==> config.mk <==
export PLATFORM = sky130hd
export DESIGN_NAME = xswitch_out_arbiter_flat
export DESIGN_NICKNAME = d
export VERILOG_FILES = /design/src/rtl/xswitch_pkg.sv /design/src/rtl/xswitch_out_arbiter_if.sv /design/src/rtl/xswitch_rr_arbiter.sv /design/src/rtl/xswitch_out_arbiter.sv /design/src/flat_wrapper.sv
export SDC_FILE = /design/constraint.sdc
export NUM_CORES = 1
export LEC_CHECK = 0
export CAP_MARGIN = 25
export CORE_MARGIN = 4
export CORE_UTILIZATION = 45
export CTS_CLUSTER_SIZE = 14
export DETAILED_ROUTE_END_ITERATION = 10
export HOLD_SLACK_MARGIN = 0.08
export PLACE_DENSITY = 0.67
export RECOVER_POWER = 50
export SYNTH_ARGS = -nofsm -noshare
export SYNTH_HDL_FRONTEND = slang
export SYNTH_SLANG_ARGS = --single-unit
==> constraint.sdc <==
create_clock -name clk -period 3.2 [get_ports clk]
set_input_delay 0.64 -clock clk [delete_from_list [all_inputs] [get_ports clk]]
set_output_delay 0.64 -clock clk [all_outputs]
set_load 0.01 [all_outputs]
==> src/rtl/xswitch_pkg.sv <==
// Shared types and sizing for the xswitch output arbiters.
// Optional build macro: XSWITCH_ARB_GRANT_CNT_EN adds per-output grant counters.
package xswitch_pkg;

    localparam int NUM_PORTS   = 4;
    localparam int ADDR_W      = (NUM_PORTS > 1) ? $clog2(NUM_PORTS) : 1;
    localparam int GRANT_CNT_W = 16;

    typedef enum logic {
        ARB_IDLE  = 1'b0,
        ARB_GRANT = 1'b1
    } arb_state_e;

    typedef logic [ADDR_W-1:0] port_idx_t;

    // Cyclic successor; explicit compare keeps non-power-of-2 port counts correct.
    function automatic port_idx_t next_idx(input port_idx_t idx);
        if (idx == port_idx_t'(NUM_PORTS - 1)) begin
            return port_idx_t'(0);
        end else begin
            return idx + port_idx_t'(1);
        end
    endfunction

endpackage

==> src/rtl/xswitch_out_arbiter_if.sv <==
// Request/grant bundle between input queues, output arbiters and receivers.
// Optional build macro: XSWITCH_ARB_GRANT_CNT_EN adds the grant_cnt bus.
interface xswitch_out_arbiter_if;
    import xswitch_pkg::*;

    logic [NUM_PORTS-1:0]          valid_in;
    logic [NUM_PORTS*ADDR_W-1:0]   addr_in;
    logic [NUM_PORTS-1:0]          rcv_rdy;
    logic [NUM_PORTS-1:0]          data_read;
    logic [NUM_PORTS*ADDR_W-1:0]   out_sel;
    logic [NUM_PORTS-1:0]          data_rdy;
`ifdef XSWITCH_ARB_GRANT_CNT_EN
    logic [NUM_PORTS*GRANT_CNT_W-1:0] grant_cnt;

    modport master (output valid_in, addr_in, rcv_rdy,
                    input  data_read, out_sel, data_rdy, grant_cnt);
    modport slave  (input  valid_in, addr_in, rcv_rdy,
                    output data_read, out_sel, data_rdy, grant_cnt);
`else
    modport master (output valid_in, addr_in, rcv_rdy,
                    input  data_read, out_sel, data_rdy);
    modport slave  (input  valid_in, addr_in, rcv_rdy,
                    output data_read, out_sel, data_rdy);
`endif

endinterface

==> src/rtl/xswitch_rr_arbiter.sv <==
// One output's round-robin arbiter: IDLE/GRANT FSM, rotating priority pointer, handshake.
// Optional build macro: XSWITCH_ARB_GRANT_CNT_EN adds a saturating transfer counter.
module xswitch_rr_arbiter
    import xswitch_pkg::*;
(
    input  logic                   clk,
    input  logic                   reset,
    input  logic [NUM_PORTS-1:0]   req_i,
    input  logic                   rcv_rdy_i,
    output logic                   data_rdy_o,
    output port_idx_t              sel_o,
    output logic [NUM_PORTS-1:0]   read_o
`ifdef XSWITCH_ARB_GRANT_CNT_EN
    ,
    output logic [GRANT_CNT_W-1:0] grant_cnt_o
`endif
);

    arb_state_e state_q, state_d;
    port_idx_t  sel_q, sel_d;
    port_idx_t  rr_ptr_q, rr_ptr_d;
    logic       found_s;
    port_idx_t  grant_idx_s;
    logic       xfer_s;

    // Cyclic priority search starting at the rotating pointer
    always_comb begin
        port_idx_t cand;
        cand        = port_idx_t'(0);
        found_s     = 1'b0;
        grant_idx_s = port_idx_t'(0);
        for (int k = 0; k < NUM_PORTS; k++) begin
            cand = port_idx_t'((int'(rr_ptr_q) + k) % NUM_PORTS);
            if (!found_s && req_i[cand]) begin
                found_s     = 1'b1;
                grant_idx_s = cand;
            end else begin
                found_s     = found_s;
            end
        end
    end

    // A withdrawn or re-addressed request clears req_i[sel_q], so it never transfers
    assign xfer_s = (state_q == ARB_GRANT) && rcv_rdy_i && req_i[sel_q];

    // State, grant and pointer registers
    always_ff @(posedge clk or negedge reset) begin
        if (!reset) begin
            state_q  <= ARB_IDLE;
            sel_q    <= port_idx_t'(0);
            rr_ptr_q <= port_idx_t'(0);
        end else begin
            state_q  <= state_d;
            sel_q    <= sel_d;
            rr_ptr_q <= rr_ptr_d;
        end
    end

    // Next-state logic
    always_comb begin
        state_d  = state_q;
        sel_d    = sel_q;
        rr_ptr_d = rr_ptr_q;
        case (state_q)
            ARB_IDLE: begin
                if (found_s) begin
                    state_d = ARB_GRANT;
                    sel_d   = grant_idx_s;
                end else begin
                    state_d = ARB_IDLE;
                end
            end
            ARB_GRANT: begin
                if (xfer_s) begin
                    state_d  = ARB_IDLE;
                    rr_ptr_d = next_idx(sel_q);
                end else if (!req_i[sel_q]) begin
                    state_d  = ARB_IDLE;
                end else begin
                    state_d  = ARB_GRANT;
                end
            end
            default: begin
                state_d = ARB_IDLE;
            end
        endcase
    end

    // Output decode
    always_comb begin
        data_rdy_o     = (state_q == ARB_GRANT);
        sel_o          = sel_q;
        read_o         = {NUM_PORTS{1'b0}};
        read_o[sel_q]  = xfer_s;
    end

`ifdef XSWITCH_ARB_GRANT_CNT_EN
    logic [GRANT_CNT_W-1:0] grant_cnt_q;

    // Saturating count of completed transfers
    always_ff @(posedge clk or negedge reset) begin
        if (!reset) begin
            grant_cnt_q <= 16'h0000;
        end else if (xfer_s && (grant_cnt_q != 16'hFFFF)) begin
            grant_cnt_q <= grant_cnt_q + 16'h0001;
        end else begin
            grant_cnt_q <= grant_cnt_q;
        end
    end

    assign grant_cnt_o = grant_cnt_q;
`endif

endmodule

==> src/rtl/xswitch_out_arbiter.sv <==
// Crossbar output arbitration: one round-robin arbiter per output, acknowledges merged per input.
// Optional build macro: XSWITCH_ARB_GRANT_CNT_EN exposes per-output grant counters.
module xswitch_out_arbiter
    import xswitch_pkg::*;
(
    input  logic                 clk,
    input  logic                 reset,
    xswitch_out_arbiter_if.slave bus
);

    logic [NUM_PORTS-1:0] req_s  [NUM_PORTS];
    logic [NUM_PORTS-1:0] read_s [NUM_PORTS];
    logic                 rdy_s  [NUM_PORTS];
    port_idx_t            sel_s  [NUM_PORTS];
`ifdef XSWITCH_ARB_GRANT_CNT_EN
    logic [GRANT_CNT_W-1:0] cnt_s [NUM_PORTS];
`endif

    // Request matrix; out-of-range destinations match no output
    always_comb begin
        for (int o = 0; o < NUM_PORTS; o++) begin
            for (int i = 0; i < NUM_PORTS; i++) begin
                req_s[o][i] = bus.valid_in[i] &&
                              (bus.addr_in[i*ADDR_W +: ADDR_W] == port_idx_t'(o));
            end
        end
    end

    for (genvar o = 0; o < NUM_PORTS; o++) begin : g_out
        xswitch_rr_arbiter u_arb (
            .clk        (clk),
            .reset      (reset),
            .req_i      (req_s[o]),
            .rcv_rdy_i  (bus.rcv_rdy[o]),
            .data_rdy_o (rdy_s[o]),
            .sel_o      (sel_s[o]),
            .read_o     (read_s[o])
`ifdef XSWITCH_ARB_GRANT_CNT_EN
            ,
            .grant_cnt_o(cnt_s[o])
`endif
        );
    end

    // Pack per-output results; each input addresses one output so the OR never collides
    always_comb begin
        logic [NUM_PORTS-1:0] rd;
        rd           = {NUM_PORTS{1'b0}};
        bus.out_sel  = {(NUM_PORTS*ADDR_W){1'b0}};
        bus.data_rdy = {NUM_PORTS{1'b0}};
`ifdef XSWITCH_ARB_GRANT_CNT_EN
        bus.grant_cnt = {(NUM_PORTS*GRANT_CNT_W){1'b0}};
`endif
        for (int o = 0; o < NUM_PORTS; o++) begin
            rd                                = rd | read_s[o];
            bus.out_sel[o*ADDR_W +: ADDR_W]   = sel_s[o];
            bus.data_rdy[o]                   = rdy_s[o];
`ifdef XSWITCH_ARB_GRANT_CNT_EN
            bus.grant_cnt[o*GRANT_CNT_W +: GRANT_CNT_W] = cnt_s[o];
`endif
        end
        if (reset) begin
            bus.data_read = rd;
        end else begin
            bus.data_read = {NUM_PORTS{1'b0}};
        end
    end

endmodule

==> src/flat_wrapper.sv <==
// flat-port wrapper written by rule: the top's interface ports become plain ports
module xswitch_out_arbiter_flat import xswitch_pkg::*;
  (clk, reset, bus_valid_in, bus_addr_in, bus_rcv_rdy, bus_data_read, bus_out_sel, bus_data_rdy);
  xswitch_out_arbiter_if bus_i ();
  input  logic clk;
  input  logic reset;
  input wire logic [$bits(bus_i.valid_in)-1:0] bus_valid_in;
  input wire logic [$bits(bus_i.addr_in)-1:0] bus_addr_in;
  input wire logic [$bits(bus_i.rcv_rdy)-1:0] bus_rcv_rdy;
  output wire logic [$bits(bus_i.data_read)-1:0] bus_data_read;
  output wire logic [$bits(bus_i.out_sel)-1:0] bus_out_sel;
  output wire logic [$bits(bus_i.data_rdy)-1:0] bus_data_rdy;
  assign bus_i.valid_in = bus_valid_in;
  assign bus_i.addr_in = bus_addr_in;
  assign bus_i.rcv_rdy = bus_rcv_rdy;
  assign bus_data_read = bus_i.data_read;
  assign bus_out_sel = bus_i.out_sel;
  assign bus_data_rdy = bus_i.data_rdy;
  xswitch_out_arbiter u_core (.clk(clk), .reset(reset), .bus(bus_i));
endmodule
==> reports/metrics.yaml, run 1 <==
hp-start: "u_core.g_out[2].u_arb.rr_ptr_q[0]"
synth_compound_area_frac: 0.2379
fmax_mhz: 323.3
grt_use_total: 0.2104
clock_latency_ns: 0.26
die-width_um: 74.11
die_area_sq_um: 5492
hold_path_end: "u_core.g_out[2].u_arb.rr_ptr_q[0]"
routed_wl_um: 5445
placementRows: 23
worst-path-max-fanout: 4
die_y_um: 74.11
htreeDepth: 1
clk_pin_slew_worst_paths_ns: 0.07
final.period_utilization: 0.9666
vdd_drop_max_mv: 0.2916
core_sq_um: 4115
r2r_slack_ns: 1.39
drcViolationCount: 0
cellPowerDensity_nw_per_um2: 491.7
worst_slew_pin_slew_ns: 0.3570
postCtsSetupBuffers: 0
layout.nets: 316
avgSynthCellArea_sq_um: 8.940
yosysSeqAreaShare: 0.2545
setup_viol: 0
synth_cells: 220
rsz0062_at_grt: "no"
synth_top_family_by_area: "compound AO/OA/AOI/OAI gates"
finalPower_w: 0.001287
grt_start_max_net_pins: 12
syn_to_final_growth_pct: 33.02
synth_top_cell_by_area: "dfrtp_1"
netlist_area_sq_um: 1967
synth.area.top_cells: "dfrtp_1 25%, ha_1 10%, o21ai_0 6.6%"
grt_pass1_vias: 1862
first_iter_violations: 137
vias: 1989
timing.slew.headroom: 0.7589
hold_path_depth: 2
vias_per_cell: 6.027
synth.net_count: 254
critPathLaunchType: "primary input"
r2r-end: "u_core.g_out[0].u_arb.rr_ptr_q[1]"
grt_pass1_wl_um: 9032
initial_core_util: 0.4780
required_ns: 2.56
synth-edff-count: 0
synthArstFlopShare: 1.000
layout_common_cells: "30 x buf_4, 26 x o21ai_0, 23 x clkdlybuf4s50_1"
gp_congestion: 0.9226
setup_ws_ns: 0.1069
crit_arrival_ns: 2.45
dp_hpwl_um: 4330
fin_skew_ns: 0.0005392
num_antenna_cells: 0
ys_ff_latch: 20
status: "finished, final reports clean"
cts_tree: "done"
synth_fa_ha_area_frac: 0.1018
crit_path_end_kind: "primary output"
ff2ff_path_depth: 4
holdCritPathClass: "flip-flop to flip-flop"
place_ws_ns: -0.3225
synth_mux_area_frac: 0.1113
synth_ff_type: "dfrtp_1"
yosys.area_share.simple: 0.2360
layout-drive-gt1-share: 0.1821
clock_sinks: 20
antenna_found_initial: 0
layout_commonest_cell: "buf_4"
ys_types: 41
antenna_left: 0
cts_buffers: 3
grt_remaining_overflow: 0
root_buffer: "clkbuf_8"
cts_buffer_depth: 2
io-pin-count: 34
io_buffers: 33
n_fill_cell: 354
drv_cap: 0
slew_violations: 0
fin_crit_ns: 3.093
ys_warn_count: 0
p_leak_nw: 1.132
first_pass_iters: 4
synth_xor_area_frac: 0
synth_top_area_frac: 0.2545
r2r_start: "u_core.g_out[0].u_arb.sel_o[0]"
wl_per_cell_um: 16.50
hold_violations: 0
crit_type: "primary input to primary output"
[critical path, cell delays in order]
cell and delay (ns):
clkdlybuf4s50_1 0.44, or4bb_1 0.53, a211oi_2 0.24, buf_4 0.15, o21ai_0 0.09, nand4_1 0.09, dlygate4sd2_1 0.27
[cell usage after synthesis (2+ instances only)]
| master | number |
|---|---|
| o221ai_1 | 2 |
| a21boi_0 | 3 |
| nor2_1 | 10 |
| o41ai_1 | 4 |
| clkbuf_1 | 3 |
| or4bb_1 | 2 |
| a2bb2oi_1 | 4 |
| a32oi_1 | 5 |
| buf_2 | 2 |
| mux2_2 | 6 |
| a22oi_1 | 3 |
| nand4b_1 | 4 |
| a31oi_1 | 2 |
| nand3b_1 | 8 |
| a21oi_1 | 3 |
| ha_1 | 16 |
| or4b_2 | 2 |
| and3_1 | 8 |
| nand3_1 | 7 |
| or3b_1 | 3 |
| mux4_2 | 4 |
| inv_1 | 17 |
| a22o_1 | 4 |
| nor3b_1 | 4 |
| nand2_1 | 9 |
| o31ai_1 | 2 |
| a41o_1 | 4 |
| o21ai_0 | 26 |
| mux2i_1 | 5 |
| buf_4 | 4 |
| nand4_1 | 8 |
| a211oi_1 | 4 |
| nand2b_1 | 5 |
| dfrtp_1 | 20 |
[per-stage QoR]
| stage | TNS [ns] | cell area (sq um) | hold WS [ns] | utilization | instances |
|---|---|---|---|---|---|
| after floorplan | 0 | 1967 | 0.3444 | - | 220 |
| after global placement | -1.008 | 2556 | 0.5607 | 0.6212 | 327 |
| after detailed placement | -1.268 | 2556 | 0.5552 | 0.6212 | 327 |
| after CTS | 0 | 2606 | 0.5835 | 0.6333 | 330 |
| after global routing | 0 | 2616 | 0.6309 | 0.6358 | 330 |
| final | 0 | 2616 | 0.5906 | 0.6358 | 330 |
[metal layers]
| layer | GRT usage | wire (um) | part of all wire |
|---|---|---|---|
| met5 | 0 | 0 | 0 |
| met3 | 0.02297 | 260 | 0.048 |
| met4 | 0.04225 | 23 | 0.0042 |
| met2 | 0.3278 | 2518 | 0.46 |
| met1 | 0.3157 | 2642 | 0.49 |
[logic make-up (layout without fill, tap and decap cells)]
group,Yosys count,in the layout
simple gates,74,74
fa+ha+maj,16,16
compound gates,68,68
buf+inv,26,86
mux,16,16
flops,20,20
[power by group]
group          total [W]  switching, W  internal, W  leakage [nW]
Combinational   0.000614      0.000282     0.000332         0.860
Sequential      0.000505      0.000164     0.000341         0.251
Clock           0.000167     0.0000834    0.0000838        0.0216
[layout make-up]
class | instances | area [sq um] | area share
Tap cell | 50 | 62.56 | 0.02391
Inverter | 17 | 63.81 | 0.02439
Timing Repair Buffer | 66 | 566.8 | 0.2166
Multi-Input combinational cell | 174 | 1381 | 0.5280
Sequential cell | 20 | 500.5 | 0.1913
Clock buffer | 3 | 41.29 | 0.01578
[flip-flops by register name (all words and copies together), names as in the netlist]
signal                         cells
u_core.g_out.u_arb.data_rdy_o      4
u_core.g_out.u_arb.rr_ptr_q        8
u_core.g_out.u_arb.sel_o           8
[how the worst max path moves through the flow]
stage | depth (start not counted) | start | end | slack (ns)
2_1_floorplan | 5 | bus_addr_in[0] | bus_data_read[0] | 0.59
3_3_place_gp | 7 | bus_valid_in[2] | bus_data_read[3] | -0.25
3_5_place_dp | 6 | bus_valid_in[0] | bus_data_read[2] | -0.32
4_1_cts | 6 | bus_valid_in[0] | bus_data_read[2] | 0.05
5_1_grt | 7 | bus_addr_in[7] | bus_data_read[2] | 0.02
6_report | 7 | bus_addr_in[7] | bus_data_read[3] | 0.11
[what timing repair did]
item	4_1_cts	5_1_grt
pin swaps	0	1
endpoints found under the hold margin	0	0
endpoints found under the setup margin	4	4
gates resized for setup	7	4
hold buffers	0	0
(Power assumes the default switching activity.)
==> run 2: changes to the inputs <==
Settings changed: CORE_UTILIZATION 45 to 43, CTS_BUF_LIST set to sky130_fd_sc_hd__clkbuf_8, GPL_TIMING_DRIVEN set to 0, PLACE_DENSITY 0.67 to 0.64.
==> run 2 against run 1 <==
Utilization down 9.0 points. Wire length fell by 7.1%. Total power is 3.2% lower. Sequential cell count unchanged. Non-clock buffer count down 26. Combinational power down 8.0%. Critical endpoint is now bus_data_read[1]. Largest cell class unchanged.
==> reports/metrics.yaml, run 2 (synthesis gave the netlist of run 1 again) <==
r2r-end: "u_core.g_out[2].u_arb.rr_ptr_q[1]"
critPathLaunchType: "primary input"
p_leak_nw: 1.012
clock_sinks: 20
slew_violations: 0
placementRows: 24
first_iter_violations: 98
critPathLaunch: "bus_addr_in[0]"
layout.nets: 290
htreeDepth: 1
multiInputGateArea_sq_um: 1369
crit_path_end_kind: "primary output"
timing.slew.headroom: 0.6803
clock_latency_ns: 0.26
layout-drive-gt1-share: 0.1063
setup_viol: 0
drv_cap: 0
fin_crit_ns: 3.069
place_ws_ns: -0.5850
grt_remaining_overflow: 0
layout_common_cells: "23 x o21ai_0, 20 x dfrtp_1, 17 x inv_1"
r2r_slack_ns: 1.32
die_y_um: 75.63
syn_to_final_growth_pct: 21.56
worst_slew_pin_slew_ns: 0.4796
grt_use_total: 0.1868
core_sq_um: 4384
root_buffer: "clkbuf_8"
setup_ws_ns: 0.1315
num_antenna_cells: 0
dp_hpwl_um: 3839
drcViolationCount: 0
vias: 1885
initial_core_util: 0.4486
worst-path-max-fanout: 10
layout_commonest_cell: "o21ai_0"
wl_per_cell_um: 16.53
grt_start_max_net_pins: 14
first_pass_iters: 4
regArea_sq_um: 500.5
antenna_found_initial: 0
hold_violations: 0
io_buffers: 30
ff2ff_path_depth: 4
io-pin-count: 34
antenna_left: 0
final.period_utilization: 0.9589
crit_type: "primary input to primary output"
grt_pass1_wl_um: 8424
clk_pin_slew_worst_paths_ns: 0.08
n_fill_cell: 424
routed_wl_um: 5059
die-width_um: 75.63
grt_pass1_vias: 1735
gp_congestion: 0.7907
die_area_sq_um: 5720
postCtsSetupBuffers: 0
status: "finished, final reports clean"
cts_buffers: 3
hold_ws_ns: 0.3509
crit_arrival_ns: 2.43
fmax_mhz: 325.9
cellPowerDensity_nw_per_um2: 520.6
cts_tree: "done"
vdd_drop_max_mv: 0.2618
required_ns: 2.56
fin_skew_ns: 0.0007748
cts_buffer_depth: 2
r2r_start: "u_core.g_out[2].u_arb.sel_o[0]"
vias_per_cell: 6.160
holdCritPathClass: "primary input to asynchronous set/reset pin"
rsz0062_at_grt: "no"
run 2: cell types whose count changed in the layout (fill, tap and decap cells not counted), moves of 3 or more:
cell | before | now
buf_4 | 30 | 4
clkdlybuf4s50_1 | 23 | 16
dlygate4sd2_1 | 3 | 13
dlygate4sd3_1 | 6 | 0
o21ai_0 | 26 | 23
o21ai_1 | 0 | 3
run 2: cell type report:
type	count	area share
Buffer	9	0.02145
Tap cell	52	0.02721
Multi-Input combinational cell	174	0.5725
Clock buffer	3	0.01727
Sequential cell	20	0.2093
Timing Repair Buffer	31	0.1256
Inverter	17	0.02669
run 2: power by group:
group,switching (W),internal [W]
Sequential,0.000163,0.000341
Clock,0.0000925,0.0000840
Combinational,0.000261,0.000304
run 2: layer usage:
layer  share of wire  global-route usage  wire length (um)
met1            0.50              0.2971              2534
met2            0.44              0.2761              2214
met3           0.055             0.01847               278
met4          0.0065             0.02913                33
met5               0                   0                 0
run 2: worst max path at each step:
stage | endpoint | slack, ns
after global routing | bus_data_read[1] | 0.01
after floorplan | bus_data_read[0] | 0.59
final | bus_data_read[1] | 0.13
after detailed placement | bus_data_read[2] | -0.58
after CTS | bus_data_read[1] | 0.11
after global placement | bus_data_read[3] | -0.87
run 2: what timing repair did:
| item | CTS | global route |
|---|---|---|
| setup endpoints to repair | 4 | 1 |
| resized for setup | 22 | 0 |
| hold buffers | 0 | 0 |
| cloned | 0 | 0 |
| pin swaps | 2 | 1 |
run 2: critical path, stage by stage:
cell	delay, ns
clkbuf_1	0.22
or4b_2	0.69
a211oi_2	0.35
o21ai_0	0.14
nand4_1	0.10
dlygate4sd2_1	0.27
run 2: through the flow:
step	TNS, ns	utilization	instance area [sq um]	std cells	power (W)
6_report	0	0.5454	2391	306	0.001245
5_1_grt	0	0.5454	2391	306	0.001356
4_1_cts	0	0.5454	2391	306	0.001248
3_5_place_dp	-2.285	0.5354	2347	303	0.001071
3_3_place_gp	-3.430	0.5320	2332	302	0.001063
2_1_floorplan	0	-	1967	220	0.0008248
==> run 3: changes to the inputs <==
Settings changed: CORE_MARGIN 4 to unset.
==> run 3 against run 2 <==
Combinational power increased by 0.7%. Cell count increased by 0.65%. Fmax increased by 1.9%. Cell area increased by 1.9%. Sequential cell count unchanged. Critical path depth unchanged. Hold slack got worse by 0.10 ns.
==> reports/metrics.yaml, run 3 (synthesis gave the netlist of run 1 again) <==
die_y_um: 69.63
p_leak_nw: 1.059
crit_type: "primary input to primary output"
hold_violations: 0
vdd_drop_max_mv: 0.3950
antenna_left: 0
drv_cap: 0
vias_per_cell: 6.136
rsz0062_at_grt: "no"
dp_hpwl_um: 3668
die_area_sq_um: 4848
syn_to_final_growth_pct: 23.86
fin_crit_ns: 3.011
layout_commonest_cell: "o21ai_0"
first_iter_violations: 174
grt_use_total: 0.2052
io-pin-count: 34
drcViolationCount: 0
critPathLaunchType: "primary input"
holdCritPathClass: "primary input to asynchronous set/reset pin"
grt_pass1_wl_um: 8107
cp_cell_sequence: "dlygate4sd2_1 > or4bb_4 > a211oi_4 > o21ai_0 > nand4_1 > dlygate4sd2_1"
worst-path-max-fanout: 7
clock_sinks: 20
die-width_um: 69.63
n_fill_cell: 401
vias: 1890
hold_ws_ns: 0.2498
layout.nets: 292
required_ns: 2.56
fin_skew_ns: 0.001216
cts_buffers: 3
grt_remaining_overflow: 0
cts_tree: "done"
antenna_found_initial: 0
timing.slew.headroom: 0.7355
fmax_mhz: 332.1
r2r_start: "u_core.g_out[2].u_arb.sel_o[0]"
htreeDepth: 1
layout_common_cells: "23 x o21ai_0, 19 x dfrtp_1, 17 x inv_1"
ff2ff_path_depth: 4
slowest_delay_ns: 0.58
grt_pass1_vias: 1703
slew_violations: 0
routed_wl_um: 4926
first_pass_iters: 4
setup_viol: 0
root_buffer: "clkbuf_8"
wl_per_cell_um: 15.99
cellPowerDensity_nw_per_um2: 513.3
r2r_slack_ns: 1.33
finalPower_w: 0.001250
regArea_sq_um: 501.7
grt_start_max_net_pins: 17
multiInputGateArea_sq_um: 1394
layout-drive-gt1-share: 0.1445
clock_latency_ns: 0.26
crit_arrival_ns: 2.37
status: "finished, final reports clean"
r2r-end: "u_core.g_out[2].u_arb.rr_ptr_q[1]"
num_antenna_cells: 0
cts_buffer_depth: 2
crit_path_end_kind: "primary output"
cpMostUsedCell: "dlygate4sd2_1"
worst_slew_pin_slew_ns: 0.3857
core_sq_um: 4384
placementRows: 24
crit_slowest_cell: "or4bb_4"
final.period_utilization: 0.9409
gp_congestion: 0.8237
io_buffers: 30
initial_core_util: 0.4486
clk_pin_slew_worst_paths_ns: 0.07
run 3: cell count changes in the layout (fill, tap and decap cells not counted), sizes merged:
cell / before / now
buf: 7 / 10
dlymetal6s2s: 0 / 2
clkdlybuf4s15: 1 / 0
clkbuf: 6 / 9
dlygate4sd2: 13 / 8
run 3: layout make-up:
cell class	count	share of cell area
multi-input combinational	174	0.5722
sequential	20	0.2060
timing repair buffer	33	0.1305
tap	52	0.02671
inverter	17	0.02619
buffer	9	0.02157
clock buffer	3	0.01695
run 3: critical path: cells and delay by family:
kind                   cells  cell delay (ns)
buffers and inverters      2             0.58
AND/OR/NAND/NOR            2             0.70
AO/OA/AOI/OAI              2             0.46
run 3: metal layers:
metal / routed length, um / up-vias / share of wire / track usage
met5: 0 / - / 0 / 0
met4: 70 / 0 / 0.014 / 0.06667
met3: 215 / 7 / 0.044 / 0.02326
met2: 2154 / 47 / 0.44 / 0.3107
met1: 2486 / 910 / 0.50 / 0.3046
li1: - / 926 / - / -
run 3: timing repair:
item / CTS / global route
hold endpoints to repair: 0 / 0
pin swaps: 3 / 3
endpoints found under the setup margin: 4 / 2
resized for setup: 24 / 13
buffers inserted: 0 / 2
hold buffers: 0 / 0
run 3: how the worst max path moves through the flow:
stage                         startpoint                to  slack [ns]  cells after the start
final                     bus_addr_in[6]  bus_data_read[1]        0.19                      6
after floorplan           bus_addr_in[0]  bus_data_read[0]        0.59                      5
after global placement             reset  bus_data_read[3]       -0.85                      6
after detailed placement           reset  bus_data_read[3]       -0.55                      7
after CTS                 bus_addr_in[6]  bus_data_read[3]       -0.02                      6
after global routing      bus_addr_in[6]  bus_data_read[1]        0.14                      6
run 3: per-stage QoR:
step                std cells  setup slack, ns  cell area, sq um  utilization  TNS (ns)
floorplan                 220           0.5937              1967            -         0
global placement          302          -0.8461              2332       0.5320    -3.346
detailed placement        303          -0.5475              2360       0.5382    -2.091
CTS                       306         -0.01626              2420       0.5519  -0.01626
global route              308           0.1360              2436       0.5557         0
finish                    308           0.1892              2436       0.5557         0
run 3: power breakdown:
group	internal [W]	switching [W]
logic	0.000308	0.000261
registers	0.000342	0.000169
clock network	0.0000840	0.0000859
total	0.000734	0.000516
